`src/rtl/pwm_capture.sv`:
```
// pwm_capture: measures an incoming PWM waveform.
// Reports high time, period and a 4-bit duty code, and flags an edge-less input.
module pwm_capture #(
    parameter int  PWM_FREQ        = 1_000,
    parameter int  CLK_FREQ        = 200_000_000,
    parameter int  TIMEOUT_PERIODS = 2,
    localparam int CNT_THRESH      = CLK_FREQ / PWM_FREQ,
    localparam int CNT_MAX         = TIMEOUT_PERIODS * CNT_THRESH,
    localparam int CNT_WIDTH       = $clog2(CNT_MAX + 1)
) (
    input  logic                 clk,
    input  logic                 arst_n,
    input  logic                 pwm_in,
    output logic [3:0]           duty_cycle,
    output logic [CNT_WIDTH-1:0] high_time,
    output logic [CNT_WIDTH-1:0] period,
    output logic                 meas_valid,
    output logic                 static_lvl,
    output logic                 overrun
);

    localparam logic [CNT_WIDTH-1:0] CNT_SAT = CNT_WIDTH'(CNT_MAX);

    typedef enum logic [1:0] {ST_IDLE, ST_HIGH, ST_LOW} state_t;

    state_t               state;
    logic                 sync1, pwm_s, pwm_d;
    logic [CNT_WIDTH-1:0] cnt;
    logic [CNT_WIDTH-1:0] high_q;

    logic                 div_busy;
    logic [1:0]           div_step;
    logic [CNT_WIDTH:0]   div_rem;
    logic [3:0]           div_q;
    logic [CNT_WIDTH-1:0] div_high;
    logic [CNT_WIDTH-1:0] div_per;

    logic                 rise, fall, timeout_hit, closing, div_start, div_done;
    logic [CNT_WIDTH:0]   rem_sh, rem_nx;
    logic                 rem_ge;
    logic [3:0]           q_nx;

    // Edge detection, timeout detection and one restoring-division step.
    always_comb begin
        rise        = pwm_s & ~pwm_d;
        fall        = ~pwm_s & pwm_d;
        // Fires only on the clock where cnt steps onto saturation, so a static
        // input produces exactly one event until the next rise restarts cnt.
        timeout_hit = (cnt == CNT_SAT - CNT_WIDTH'(1)) && !rise;
        closing     = (state == ST_LOW) && rise;
        div_start   = closing && !div_busy;
        div_done    = div_busy && (div_step == 2'd3);
        rem_sh      = {div_rem[CNT_WIDTH-1:0], 1'b0};
        rem_ge      = (rem_sh >= {1'b0, div_per});
        rem_nx      = rem_ge ? (rem_sh - {1'b0, div_per}) : rem_sh;
        q_nx        = {div_q[2:0], rem_ge};
    end

    // Two-flop synchronizer plus one delay stage for edge detection.
    always_ff @(posedge clk) begin
        if (!arst_n) begin
            sync1 <= 1'b0;
            pwm_s <= 1'b0;
            pwm_d <= 1'b0;
        end else begin
            sync1 <= pwm_in;
            pwm_s <= sync1;
            pwm_d <= pwm_s;
        end
    end

    // Free-running interval counter, restarted by each rise, saturating.
    always_ff @(posedge clk) begin
        if (!arst_n) begin
            cnt <= '0;
        end else if (rise) begin
            cnt <= CNT_WIDTH'(1);
        end else if (cnt != CNT_SAT) begin
            cnt <= cnt + CNT_WIDTH'(1);
        end
    end

    // Measurement FSM: tracks rise-fall-rise and captures the high time.
    always_ff @(posedge clk) begin
        if (!arst_n) begin
            state  <= ST_IDLE;
            high_q <= '0;
        end else if (timeout_hit) begin
            state <= ST_IDLE;
        end else begin
            case (state)
                ST_IDLE: if (rise) state <= ST_HIGH;
                ST_HIGH: if (fall) begin
                    high_q <= cnt;
                    state  <= ST_LOW;
                end
                ST_LOW:  if (rise) state <= ST_HIGH;
                default: state <= ST_IDLE;
            endcase
        end
    end

    // Four-step divider; keeps its own copy of the operands so that the
    // measurement can run ahead while the quotient is being formed.
    always_ff @(posedge clk) begin
        if (!arst_n) begin
            div_busy <= 1'b0;
            div_step <= '0;
            div_rem  <= '0;
            div_q    <= '0;
            div_high <= '0;
            div_per  <= '0;
        end else if (timeout_hit) begin
            div_busy <= 1'b0;
        end else if (div_start) begin
            div_busy <= 1'b1;
            div_step <= '0;
            div_rem  <= {1'b0, high_q};
            div_q    <= '0;
            div_high <= high_q;
            div_per  <= cnt;
        end else if (div_busy) begin
            div_rem  <= rem_nx;
            div_q    <= q_nx;
            div_step <= div_step + 2'd1;
            if (div_step == 2'd3) div_busy <= 1'b0;
        end
    end

    // Output registers: publish measurements, timeout values and overrun.
    always_ff @(posedge clk) begin
        if (!arst_n) begin
            duty_cycle <= '0;
            high_time  <= '0;
            period     <= '0;
            meas_valid <= 1'b0;
            static_lvl <= 1'b0;
            overrun    <= 1'b0;
        end else begin
            meas_valid <= 1'b0;
            overrun    <= closing && div_busy;
            if (timeout_hit) begin
                static_lvl <= 1'b1;
                high_time  <= '0;
                period     <= '0;
                duty_cycle <= pwm_s ? 4'hF : 4'h0;
                meas_valid <= 1'b1;
            end else if (div_done) begin
                static_lvl <= 1'b0;
                high_time  <= div_high;
                period     <= div_per;
                duty_cycle <= q_nx;
                meas_valid <= 1'b1;
            end
        end
    end

endmodule
```
`config.mk`:
```
export PLATFORM = sky130hd
export DESIGN_NAME = pwm_capture
export DESIGN_NICKNAME = d
export VERILOG_FILES = /design/src/rtl/pwm_capture.sv
export SDC_FILE = /design/constraint.sdc
export NUM_CORES = 1
export LEC_CHECK = 0
export CORE_MARGIN = 2
export CORE_UTILIZATION = 61
export DETAILED_ROUTE_END_ITERATION = 7
export PLACE_DENSITY = 0.8
export SYNTH_ARGS = -nofsm -noshare
export SYNTH_HDL_FRONTEND = slang
export SYNTH_SLANG_ARGS = --single-unit
```
`constraint.sdc`:
```
create_clock -name clk -period 8.27 [get_ports clk]
set_input_delay 2.481 -clock clk [delete_from_list [all_inputs] [get_ports clk]]
set_output_delay 2.481 -clock clk [all_outputs]
set_load 0.02 [all_outputs]
```
### Word level (Yosys, flattened, before mapping)

Cells that the tools add are included.

* register bits: 151
* bits of input ports: 3
* output and inout port bits: 45
* logic and storage cells: 76

* $add $sub $neg: 3
* order comparisons: 1
* equality and inequality tests: 7
* mux-type cells: 22
* bitwise operators: 6
* reductions and logical operators: 18

Operators with widths (count)
* $mux 19: 3
* $ge 20x19->1: 1
* $add 19x1->19 const B: 1
* $eq 19x19->1 const B: 1
* $ne 19x19->1 const B: 1
* $sub 19x19->19: 1
* $mux 4: 3
* $mux 1: 9
* $mux 2: 4
* $mux 3: 2
* $reduce_and 2->1: 3
* $reduce_bool 2->1: 3
* $reduce_or 2->1: 3
* $logic_and 1x1->1: 5
* $eq 2x2->1 const B: 2
* $not 1->1: 4
* $pmux 2 s2: 1
* $reduce_and 3->1: 1
* $add 2x1->2 const B: 1
* $and 1x1->1: 2
* $eq 2x1->1 const B: 1
* $logic_not 1->1: 2
* $logic_not 2->1: 1
* $ne 2x1->1 const B: 1
* $ne 2x2->1 const B: 1

### Logic depth before layout (Yosys ltp)

* word-level depth: 6
* gate-level depth with buffers: 12
* gate-level depth less buffers: 10

### Least setup slack after synthesis

Ideal clock, no wire load.

* kind: input to register
* from: in arst_n
* to: reg cnt[10]
* library setup time: 65 ps
* arrival time: 3464 ps
* required time: 8205 ps
* slack: 4741 ps
* stages on the path: 5
* buffers on the path: 3
* path through: clkbuf_1 clkbuf_1 nand2_1 clkbuf_1 nor2_1

* cells in the longest elaborated chain, start to end: 2

Ends and longest elaborated chain
* start, declared: line 12 `input logic arst_n,`
* $not 1->1 (no source line)
* $reduce_or 2->1 (no source line)
* end signal, assigned: line 79 `cnt <= cnt + CNT_WIDTH'(1);`
* end, declared: line 28 `logic [CNT_WIDTH-1:0] cnt;`

Every way passes these cells.
A chain may end at the register's enable or synchronous reset.

### Final worst setup path

* from: reg div_per[0]
* to: reg div_rem[8]

* cells in the longest elaborated chain, start to end: 4
* elaborated cells between the ends (all ways): 5
* classes of those cells: add/sub: 1; order compare: 1; mux: 3

Ends and longest elaborated chain
* start, declared: line 36 `logic [CNT_WIDTH-1:0] div_per;`
* start signal, assigned: line 121 `div_per <= cnt;`
* $sub 19x19->19 / $ge 20x19->1 (equally long branches): line 55, 54
* $mux 19 (*): line 55 `rem_nx = rem_ge ? (rem_sh - {1'b0, div_per}) : rem_sh;`
* $mux 19 (*): line 122 `end else if (div_busy) begin`
* $mux 19 (*): line 115 `end else if (div_start) begin`
* end signal, assigned: line 118 `div_rem <= {1'b0, high_q};`
* end signal, assigned: line 123 `div_rem <= rem_nx;`
* end, declared: line 33 `logic [CNT_WIDTH:0] div_rem;`

Every way passes the cells marked *; elsewhere a longest branch is shown, timed or not. The select of a mux whose other input is x is not followed.

==> out/results.txt <==
Layout cells sized above 1: 5.79%
Synth warn: 0
Post-synth cell types: 60
Synth area leaders: dfxtp_1, nand2_1, a21oi_1, a21boi_0, ha_1
RD Place Congestion: 0.893
Mapped Area: 6920 um2
Total power: 0.00156 W
Number of port buffers: 47
CTS buffer count: 17
Fin crit period: 3.92 ns
Commonest non-fill, non-tap cell in the layout: nand2_1
Hold path endpoint: high_time[3]
Core Area: 10900 um2
Clock network latency to the later pin of the worst-skew pair: 0.43 ns
Outcome: complete, no violations
CP Launch Type: flop
Syn avg cell area: 8.01 um2
Net Count, Synth: 890
TritonCTS clock tree: done
Worst setup startpoint: div_per[0]
Setup tns final: 0 ns
Slew Limit Fails: 0
Synth top area share: 43.7%
CP arrival: 4.24 ns
Global-route wire length before repair: 29200 um
Area Overhead vs Synth: 15.7%
Hold path depth: 2
Initial antenna violation count: 0
Starting Density: 63.3%
Die H: 111 um
Worst path max stage delay: 0.93 ns
CTS sink cnt: 151
Non-Filler Instances: 1038
Wire per inst: 17.2 um
Most area-hungry cell type in the Yosys netlist: dfxtp_1
Fmax: 0.255 GHz
Vias in the first global route: 5937
Die width: 111 um
Relative slew slack: 12.9%
Worst Hold Launch: div_high[3]
WL final: 17800 um
Total GRT Usage: 29.5%
Post-synth ARST share: 0%
Clock Skew: 0.00821 ns
IR drop worst, VDD: 0.181 mV
Row count: 38
R2r worst-path depth: 9
Avg Vias per Cell: 5.96
Leak: 2.86 nW
Final Cycle Share: 47.4%
Detailed Place HPWL: 12300 um
Worst EP required: 8.59 ns
Via Count: 6185
Setup WS post-layout: 4.35 ns
RSZ-0062 raised after global routing: false
Largest net degree at the start of global routing: 100
Most frequent cells in the layout: nand2_1, dfxtp_1, a21oi_1, a21boi_0, clkdlybuf4s50_1
Number of hold violations in the final report: 0
Post_cts resized: 0
H-tree levels: 4
Antenna viol nets, final: 0
Reg2Reg Setup Slack: 4.35 ns
Inst Count DP: 1006
WS Path Type: flop to flop
Ports: 48
PwrDens: 195 nW/um2
Nets: 911
DRC Markers: 0
HP Class: flop to flop
Max Root-Sink Buffers: 2
Post-synth EDFFs: 0
Hold Buf Count CTS: 0
Worst r2r src: div_per[0]
Die footprint: 12200 um2
Root Buffer: clkbuf_16
Dpl ws: 4.11 ns
DRT Pass-1 Iters: 5
Global route total overflow: 0
Crit-path cells: inv_1 > fa_1 > a21o_1 > a221oi_1 > o2bb2ai_1 > o21ai_0 > and2_1 > nor3_1 > o41ai_1
Initial DRC Count: 552
Crit-path slowest cell: and2_1
Reg2reg end: div_rem[8]
Critical Path End Type: flop
Sequential cell area fraction in the yosys report: 43.7%
Worst Tran Pin Value: 1.31 ns
CTS clock-pin slew for the worst setup and hold paths: 0.06 ns
Top FF cell, synth: dfxtp_1
# diodes: 0
# Max-Cap Violations: 0
Setup bufs post-CTS: 0
Synth Instances: 864
Final setup fails: 0
CP Max Fanout: 31
Register bit total from synthesis: 151
report_power, final:
group	internal, W	leakage [nW]	switching, W	total (W)
combinational	0.00000968	1.35	0.0000170	0.0000267
sequential	0.000729	1.22	0.00000327	0.000733
clock	0.000486	0.291	0.000314	0.000799
how the worst max path moves through the flow:
| stage | to | depth (start not counted) | slack (ns) |
|---|---|---|---|
| global placement | cnt[16] | 4 | 4.18 |
| CTS | high_time[2] | 1 | 4.36 |
| floorplan | cnt[10] | 5 | 4.74 |
| global route | div_rem[8] | 9 | 4.04 |
| detailed placement | cnt[16] | 4 | 4.11 |
| finish | div_rem[8] | 9 | 4.35 |
worst max-delay path, delay by kind of cell (launching register included):
kind,cells,cell delay [ns]
and+or+nand+nor,2,1.08
adders and majority gates,1,0.45
DFF,1,0.45
AOI/OAI and AO/OA,5,1.71
buffers and inverters,1,0.12
cell type report:
type / count / area (um2)
timing repair buffer: 55 / 526
fill: 866 / 2930
sequential: 151 / 3020
inverter: 31 / 116
multi-input combinational: 629 / 3550
clock inverter: 13 / 166
tap: 140 / 175
clock buffer: 19 / 443
per-layer routing:
metal  vias to the layer above  wire, um  track usage (%)
li1                       2967         -                -
met1                      2931      7710             38.5
met2                       234      8400             47.4
met3                        53      1170             6.04
met4                         0       549             13.1
met5                         -         0                0
cells by family (layout without fill, tap and decap cells):
family / count (synthesis) / count (layout) / synth area share (%)
adders and majority gates: 23 / 23 / 4.27
DFF: 151 / 151 / 43.7
muxes: 4 / 4 / 0.579
xor gates and xnor gates: 30 / 30 / 3.80
and+or+nand+nor: 353 / 353 / 22.1
AOI/OAI and AO/OA: 219 / 219 / 20.6
buffers and inverters: 84 / 118 / 4.97
flip-flops by register name, summed over array words and instances, names as in the netlist, 3 cells and up:
| register | count |
|---|---|
| high_time | 19 |
| duty_cycle | 4 |
| div_high | 19 |
| div_rem | 19 |
| div_q | 3 |
| cnt | 19 |
| high_q | 19 |
| div_per | 19 |
| period | 19 |
cell usage after synthesis (all sizes together), types with 2 or more instances:
cell	n
o221ai	6
and2	10
nand2	234
ha	22
mux2i	4
a21oi	73
dfxtp	151
nand3	13
o211ai	4
o31ai	2
o311ai	3
nand2b	6
a22oi	3
nor2	42
nor2b	7
a32o	4
or3	3
xor2	16
a21o	7
and3	13
nand4	4
clkbuf	39
buf	14
xnor2	14
a21boi	60
o21ai	33
nor3	12
inv	31
a31oi	12
a211oi	2
per-stage QoR:
step	cell area (um2)	util [%]	hold slack, ns
global placement	7390	67.6	0.418
detailed placement	7390	67.6	0.444
floorplan	6920	-	0.412
global route	8000	73.2	0.473
CTS	8000	73.2	0.453
finish	8000	73.2	0.449
Power figures use the tool's default switching activity.
